===== src/rtl/mux16_arb_pkg.sv =====
// Shared constants, state encoding and one-hot helper for the 16-way round-robin
// select arbiter.
package mux16_arb_pkg;

    localparam int NUM_REQ = 16;
    localparam int SEL_W   = 4;
    localparam int CNT_W   = 8;

    typedef logic [0:0] arb_state_t;

    localparam arb_state_t ST_IDLE  = 1'b0;
    localparam arb_state_t ST_GRANT = 1'b1;

    function automatic logic [0:NUM_REQ-1] onehot_sel(input logic [0:SEL_W-1] idx);
        logic [0:NUM_REQ-1] v;
        v      = '0;
        v[idx] = 1'b1;
        return v;
    endfunction

endpackage


===== src/rtl/rr_pick16.sv =====
// Combinational rotate-priority picker: first set request at or after ptr,
// wrapping modulo 16.
module rr_pick16
    import mux16_arb_pkg::*;
(
    input  logic [0:NUM_REQ-1] req,
    input  logic [0:SEL_W-1]   ptr,
    output logic [0:SEL_W-1]   idx,
    output logic               any
);

    logic [0:SEL_W-1] pos;

    // Scan from the far end back toward ptr so the closest hit is written last.
    always_comb begin
        idx = '0;
        any = 1'b0;
        pos = '0;
        for (int k = NUM_REQ - 1; k >= 0; k--) begin
            pos = ptr + SEL_W'(k);
            if (req[pos]) begin
                idx = pos;
                any = 1'b1;
            end
        end
    end

endmodule


===== src/rtl/mux16_rr_arbiter.sv =====
// Round-robin owner of the sizteen_one_mux select. Defining MUX16_ARB_LOCK_EN
// adds a lock input that suppresses the hold-limit timeout.
module mux16_rr_arbiter
    import mux16_arb_pkg::*;
#(
    parameter int MAX_HOLD = 8
) (
    input  logic               clk,
    input  logic               rst_n,
    input  logic [0:NUM_REQ-1] req,
`ifdef MUX16_ARB_LOCK_EN
    input  logic               lock,
`endif
    output logic [0:SEL_W-1]   sel,
    output logic [0:NUM_REQ-1] gnt,
    output logic               busy
);

    localparam logic [CNT_W-1:0] HOLD_LAST = CNT_W'(MAX_HOLD - 1);

    arb_state_t         state_q, state_d;
    logic [0:SEL_W-1]   sel_q, sel_d;
    logic [0:NUM_REQ-1] gnt_q, gnt_d;
    logic               busy_q, busy_d;
    logic [0:SEL_W-1]   ptr_q, ptr_d;
    logic [CNT_W-1:0]   cnt_q, cnt_d;

    logic [0:SEL_W-1]   pick_ptr;
    logic [0:SEL_W-1]   pick_idx;
    logic               pick_any;
    logic               own_req;
    logic               at_limit;
    logic               hold_ext;
    logic               release_own;

    // While granting, the picker always looks from just past the owner, which is
    // exactly the pointer a release installs; in IDLE it uses the stored pointer.
    assign pick_ptr = (state_q == ST_GRANT) ? (sel_q + SEL_W'(1)) : ptr_q;

    rr_pick16 u_pick (
        .req (req),
        .ptr (pick_ptr),
        .idx (pick_idx),
        .any (pick_any)
    );

    assign own_req  = req[sel_q];
    assign at_limit = (cnt_q == HOLD_LAST);

`ifdef MUX16_ARB_LOCK_EN
    assign hold_ext = lock && own_req;
`else
    assign hold_ext = 1'b0;
`endif

    assign release_own = !own_req || (at_limit && !hold_ext);

    always_comb begin
        state_d = state_q;
        sel_d   = sel_q;
        gnt_d   = gnt_q;
        busy_d  = busy_q;
        ptr_d   = ptr_q;
        cnt_d   = cnt_q;

        if (state_q == ST_IDLE) begin
            if (pick_any) begin
                state_d = ST_GRANT;
                sel_d   = pick_idx;
                gnt_d   = onehot_sel(pick_idx);
                busy_d  = 1'b1;
                cnt_d   = '0;
            end
        end else begin
            if (!release_own) begin
                // Only a locked owner can sit at the limit without releasing.
                cnt_d = at_limit ? cnt_q : cnt_q + CNT_W'(1);
            end else begin
                ptr_d = sel_q + SEL_W'(1);
                if (pick_any) begin
                    sel_d = pick_idx;
                    gnt_d = onehot_sel(pick_idx);
                    cnt_d = '0;
                end else begin
                    state_d = ST_IDLE;
                    gnt_d   = '0;
                    busy_d  = 1'b0;
                end
            end
        end
    end

    always_ff @(posedge clk or negedge rst_n) begin
        if (!rst_n) begin
            state_q <= ST_IDLE;
            sel_q   <= '0;
            gnt_q   <= '0;
            busy_q  <= 1'b0;
            ptr_q   <= '0;
            cnt_q   <= '0;
        end else begin
            state_q <= state_d;
            sel_q   <= sel_d;
            gnt_q   <= gnt_d;
            busy_q  <= busy_d;
            ptr_q   <= ptr_d;
            cnt_q   <= cnt_d;
        end
    end

    assign sel  = sel_q;
    assign gnt  = gnt_q;
    assign busy = busy_q;

endmodule


===== config.mk =====
export PLATFORM = sky130hd
export DESIGN_NAME = mux16_rr_arbiter
export DESIGN_NICKNAME = d
export VERILOG_FILES = /design/src/rtl/mux16_arb_pkg.sv /design/src/rtl/rr_pick16.sv /design/src/rtl/mux16_rr_arbiter.sv
export SDC_FILE = /design/constraint.sdc
export NUM_CORES = 1
export LEC_CHECK = 0
export ABC_AREA = 1
export CAP_MARGIN = 20
export CORE_MARGIN = 3
export CORE_UTILIZATION = 40
export DETAILED_ROUTE_END_ITERATION = 8
export GPL_TIMING_DRIVEN = 0
export PLACE_DENSITY = 0.64
export SLEW_MARGIN = 25
export SYNTH_ARGS = -nofsm -noshare
export SYNTH_HDL_FRONTEND = slang
export SYNTH_HIERARCHICAL = 1
export SYNTH_SLANG_ARGS = --single-unit

===== constraint.sdc =====
create_clock -name clk -period 4.7 [get_ports clk]
set_input_delay 0.47 -clock clk [delete_from_list [all_inputs] [get_ports clk]]
set_output_delay 0.47 -clock clk [all_outputs]
set_load 0.02 [all_outputs]

# Word-level counts from Yosys, hierarchy flattened
# Cells that the tools add are included.
[classes]
addsub = 17
n_lt_le_gt_ge = 19
eq_ne = 4
n_mux = 104
n_bitwise = 18
n_reduce_logical = 7
[op_table]
columns = ["operator", "count"]
rows = [
  ["$ge A5 B5 Y1 const B", 18],
  ["$not A4 Y5", 18],
  ["$mux W4", 20],
  ["$bmux W1 S4", 17],
  ["$mux W16", 4],
  ["$mux W1", 58],
  ["$add A4 B4 Y4 const B", 8],
  ["$mux W8", 4],
  ["$add A4 B3 Y4 const B", 4],
  ["$add A4 B1 Y4 const B", 2],
  ["$add A4 B2 Y4 const B", 2],
  ["$add A8 B1 Y8 const B", 1],
  ["$eq A8 B3 Y1 const B", 1],
  ["$lt A5 B1 Y1 const B", 1],
  ["$demux W1 S4", 1],
  ["$reduce_and A2 Y1", 2],
  ["$ne A3 B2 Y1 const B", 1],
  ["$reduce_and A3 Y1", 1],
  ["$ne A2 B1 Y1 const B", 1],
  ["$ne A2 B2 Y1 const B", 1],
  ["$reduce_bool A2 Y1", 1],
  ["$logic_and A1 B1 Y1", 1],
  ["$logic_not A1 Y1", 1],
  ["$logic_or A1 B1 Y1", 1],
]
[totals]
ff_bits = 34
input_bits = 18
output_inout_bits = 21
word_cells = 175

# Depth between registers and ports, before layout
[logic_depth]
ltp_word = 31
ltp_mapped = 34
ltp_nobuf = 33

# Cells and area by module
# Netlist, hierarchy kept.
[by_module_without_submodules]
columns = ["module", "n_inst", "cells_each", "area_per_inst_um2", "seq_area_each_um2"]
rows = [
  ["mux16_rr_arbiter", 1, 257, 1989.4, 850.8],
  ["rr_pick16", 1, 363, 1875.5, 0.0],
]

# Worst setup path before layout
# No wires, ideal clock.
[synth_path]
kind = "register -> register"
from = "register sel_q, in the netlist sel[2]"
to = "register gnt_q, in the netlist gnt[0]"
arrival_ns = 3.981
path_slack_ns = 0.602
path_stages_with_launch = 32
path_buffers = 0
cell_sequence = "dfrtp_1 > ha_1 > xor2_1 > inv_1 > o21ai_0 > inv_2 > ha_1 > inv_1 > nand3_1 > nand2_1 > nand2_2 > nand2_4 > nor2_4 > nand2_1 > nand3_1 > nand2_1 > nand2_1 > nand2_1 > nand2_1 > nand2_1 > nand2_1 > nand2_1 > nand2_1 > nand2_1 > nand2_1 > nand2_1 > a21oi_2 > inv_1 > nand2_1 > nor2_1 > nand3_1 > nand2_1"
[synth_between]
elab_chain_len = 31
elab_cells_between_ends = 132
[synth_lines]
columns = ["item", "line", "source"]
rows = [
  ["start, declared", "mux16_rr_arbiter.sv:22", "logic [0:SEL_W-1] sel_q, sel_d;"],
  ["start signal, assigned", "mux16_rr_arbiter.sv:103", "sel_q <= sel_d;"],
  ["$add A4 B1 Y4 (*)", "mux16_rr_arbiter.sv:38", "assign pick_ptr = (state_q == ST_GRANT) ? (sel_q + SEL_W'(1)) : ptr_q;"],
  ["$mux W4 (*)", "mux16_rr_arbiter.sv:38", ""],
  ["net pick_ptr (one bit)", "mux16_rr_arbiter.sv:28", "logic [0:SEL_W-1] pick_ptr;"],
  ["$add A4 B4 Y4", "rr_pick16.sv:20", "pos = ptr + SEL_W'(k);"],
  ["$not A4 Y5 (not written as such)", "rr_pick16.sv:21", "if (req[pos]) begin"],
  ["$bmux W1 S4", "rr_pick16.sv:21", ""],
  ["$mux W1 (not written as such) (2 in a row)", "rr_pick16.sv:21", ""],
  ["$mux W4 (15 in a row)", "rr_pick16.sv:21", ""],
  ["[1 not listed]", "--", ""],
  ["net pick_idx (one bit)", "mux16_rr_arbiter.sv:29", "logic [0:SEL_W-1] pick_idx;"],
  ["$not A4 Y5 (not written as such) (*)", "mux16_arb_pkg.sv:17", "v[idx] = 1'b1;"],
  ["$ge A5 B5 Y1 (not written as such) or $lt A5 B1 Y1 (tied branches)", "mux16_arb_pkg.sv:17", ""],
  ["$logic_and A1 B1 Y1 (not written as such)", "mux16_arb_pkg.sv:17", ""],
  ["$mux W1 (not written as such)", "mux16_arb_pkg.sv:17", ""],
  ["$demux W1 S4 (*)", "mux16_arb_pkg.sv:17", ""],
  ["$mux W16", "mux16_rr_arbiter.sv:80", "if (pick_any) begin"],
  ["$mux W16", "mux16_rr_arbiter.sv:75", "if (!release_own) begin"],
  ["$mux W16 (*)", "mux16_rr_arbiter.sv:66", "if (state_q == ST_IDLE) begin"],
  ["end signal, assigned", "mux16_rr_arbiter.sv:104", "gnt_q <= gnt_d;"],
  ["end, declared", "mux16_rr_arbiter.sv:23", "logic [0:NUM_REQ-1] gnt_q, gnt_d;"],
]
# The timed path passes the listed nets; every way through them passes the cells marked *. The select of a mux whose other input is x is not followed.
# A chain may end at the register's enable or synchronous reset.

# Final worst setup path
[layout_path]
from = "register state_q"
to = "register gnt_q, in the netlist gnt[7]"
[layout_between]
elab_cells_between_ends = 125
[layout_lines]
columns = ["item", "line", "source"]
rows = [
  ["start, declared", "mux16_rr_arbiter.sv:21", "arb_state_t state_q, state_d;"],
  ["start signal, assigned", "mux16_rr_arbiter.sv:102", "state_q <= state_d;"],
  ["$mux W4 (*)", "mux16_rr_arbiter.sv:38", ""],
  ["net pick_ptr (one bit)", "mux16_rr_arbiter.sv:28", ""],
  ["$add A4 B4 Y4", "rr_pick16.sv:20", ""],
  ["$not A4 Y5 (not written as such)", "rr_pick16.sv:21", ""],
  ["$bmux W1 S4", "rr_pick16.sv:21", ""],
  ["$mux W1 (not written as such) (2 in a row)", "rr_pick16.sv:21", ""],
  ["$mux W1 (15 in a row)", "rr_pick16.sv:21", ""],
  ["$mux W1 (*)", "rr_pick16.sv:21", ""],
  ["net pick_any", "mux16_rr_arbiter.sv:30", "logic pick_any;"],
  ["$mux W16", "mux16_rr_arbiter.sv:80", ""],
  ["$mux W16", "mux16_rr_arbiter.sv:75", ""],
  ["$mux W16", "mux16_rr_arbiter.sv:66", ""],
]
# Marks and branches as above.

==> results.yml <==
sta:
  slew_violations: 0
  fin_crit_sh_pct: 91.9
  setup_violations: 0
  max_slew_margin_pct: 68.7
  grt_setup_unrepaired: "false"
  hold_viol: 0
  period_needed_ns: 4.32
  skew_ns: 0.00661
  clock.fmax_mhz: 232
  worstMarginPinSlew_ns: 0.470
  setup_tns_ns: 0
  layout_setup_ws_ns: 0.382
synth:
  yosys_warnings: 6
  synth_nets: 647
  yosys-top-cells-area: "dfrtp_1, nand2_1, nand3_1"
  yosysSeqAreaShare_pct: 22.0
  syn_avg_cell_area_um2: 6.23
  synth.ff_latch_count: 34
  synthesis.area_mm2: 0.00386
  ys_types: 34
  synth_area_leader_cell: "dfrtp_1"
  synth_top_area_share_pct: 22.0
  syn_inst: 620
layout:
  area.growth.synth_to_final_pct: 18.5
  multi_input_area_mm2: 0.00264
  final_common_cell: "nand2_1"
  layout_common_cells: "nand2_1, nand3_1, inv_1"
  diodes: 0
  register_area_um2: 853
  nNetsFinal: 696
  fillers: 949
  drive_gt1_share_pct: 16.3
critical_path:
  crit_path_cell_trace: "clkinvlp_4 > o21ai_4 > inv_1 > buf_6 > ha_1 > inv_1 > clkbuf_4 > nand3_1 > nand3_2 > nand2_2 > nand2_1 > nand2_1 > nor4_1 > nand4_1 > nand2_2 > buf_2 > nand3_2 > nand2_1"
  cp_common_cell: "nand2_1"
  r2r_start: "state_q"
  r2r-end: "gnt[7]"
  arrival_ns: 4.54
  crit_family: "simple AND/OR/NAND/NOR gates"
  cp_max_fo: 13
  worstPathRequired_ns: 4.92
  path_buf_inv: 6
  cp_slowest_cell: "dfrtp_1"
  critPathKind: "reg -> reg"
  r2r_setup_slack_ns: 0.38
  cp-start-kind: "flip-flop"
  cp-end-kind: "flip-flop"
  cpPeakStageDelay_ns: 0.51
  reg2reg_depth: 18
drt:
  wl_per_cell_um: 14.1
  wl_um: 11200
  drtIter0Drc: 251
  viasPerCell: 5.20
  num_vias: 4151
  postRouteAntennaNets: 0
  drc_errors: 0
  dr.pass1.iters: 4
floorplanning:
  num_rows: 35
  io_pins: 39
  coreArea_mm2: 0.00933
  die-height_um: 104
  design.die.area_mm2: 0.0109
  die_w_um: 104
  start_util_pct: 41.4
clock_tree:
  h-tree-depth: 2
  clk_path_buf_depth: 2
  cts.root.buffer_cell: "clkbuf_8"
  ctsHoldBuffers: 0
  clock-sinks: 34
  tritoncts: "built"
  numCtsBuffers: 5
  insertion_delay_ns: 0.28
  path_clk_slew_ns: 0.07
run:
  maxCapViolCount: 0
grt:
  gr-usage-all-layers_pct: 21.0
  grt_pass1_wl_um: 19100
  grt_pass1_vias: 3915
  grt_max_degree: 19
  antenna_found_initial: 0
  overflow: 0
placement:
  place_ws_ns: -0.167
  io_buffers: 38
  dp_hpwl_um: 8810
  gp_congestion: 0.907
status:
  status: "completed"
min_path:
  holdCritPathClass: "in -> async"
==> flip-flops by register name, summed over array words and instances (netlist names) <==
name / count
busy: 1
gnt: 16
ptr_q: 4
cnt_q: 8
sel: 4
state_q: 1
==> how the worst max path moves through the flow <==
stage | from | to | cells after the start
2_1_floorplan | sel[2] | gnt[0] | 31
3_3_place_gp | sel[2] | gnt[13] | 17
3_5_place_dp | sel[2] | gnt[15] | 31
4_1_cts | state_q | gnt[15] | 30
5_1_grt | state_q | gnt[15] | 29
6_report | state_q | gnt[7] | 18
==> synthesized netlist by cell type, drive strengths merged <==
| cell type | instances |
|---|---|
| nand2 | 250 |
| nand3 | 133 |
| inv | 62 |
| a21oi | 40 |
| dfrtp | 34 |
| nor2 | 26 |
| buf | 15 |
| xor2 | 15 |
| o21ai | 14 |
| ha | 9 |
| clkbuf | 4 |
| or2 | 4 |
| clkinv | 3 |
| nor3 | 3 |
| nor4 | 3 |
| nand4 | 2 |
| xnor2 | 2 |
| and2 | 1 |
==> what timing repair did <==
action	4_1_cts	5_1_grt
cloned	0	0
endpoints found under the setup margin	17	29
resized for setup	3	10
setup buffers	0	3
==> metal layers <==
metal / vias to the layer above / part of all wire [%] / GRT usage (%) / routed length [um]
met4: 0 / 2.5 / 7.50 / 284
met1: 1910 / 48 / 29.9 / 5350
li1: 2095 / - / - / -
met2: 130 / 44 / 31.6 / 4940
met3: 16 / 5.9 / 3.72 / 663
met5: - / 0 / 0 / 0
==> stage by stage <==
step / std cells / instance area [um2] / util (%) / hold slack, ns
after CTS: 795 / 4510 / 48.4 / 0.136
after global routing: 798 / 4580 / 49.1 / 0.144
after global placement: 787 / 4410 / 47.2 / 0.464
after floorplan: 620 / 3860 / - / 0.174
after detailed placement: 788 / 4430 / 47.5 / 0.449
final: 798 / 4580 / 49.1 / 0.131
==> cells by family after synthesis <==
kind of cell,synth area share (%)
buffers and inverters,10.8
AOI/OAI and AO/OA,7.77
and+or+nand+nor,51.7
adders and majority gates,2.91
xor gates and xnor gates,4.73
DFF,22.0
==> final cells by class <==
class | instances | share of cell area [%]
clock inverters | 2 | 0.218
well taps | 129 | 3.52
flip-flops and latches | 34 | 18.6
clock buffers | 5 | 1.50
plain buffers | 19 | 3.80
inverters | 65 | 5.43
repair buffers | 42 | 9.28
multi-input cells | 502 | 57.6
Power is left out: the tool's default activity adds up to more than one toggle a clock period on the data nets, which glitch-free logic cannot reach.
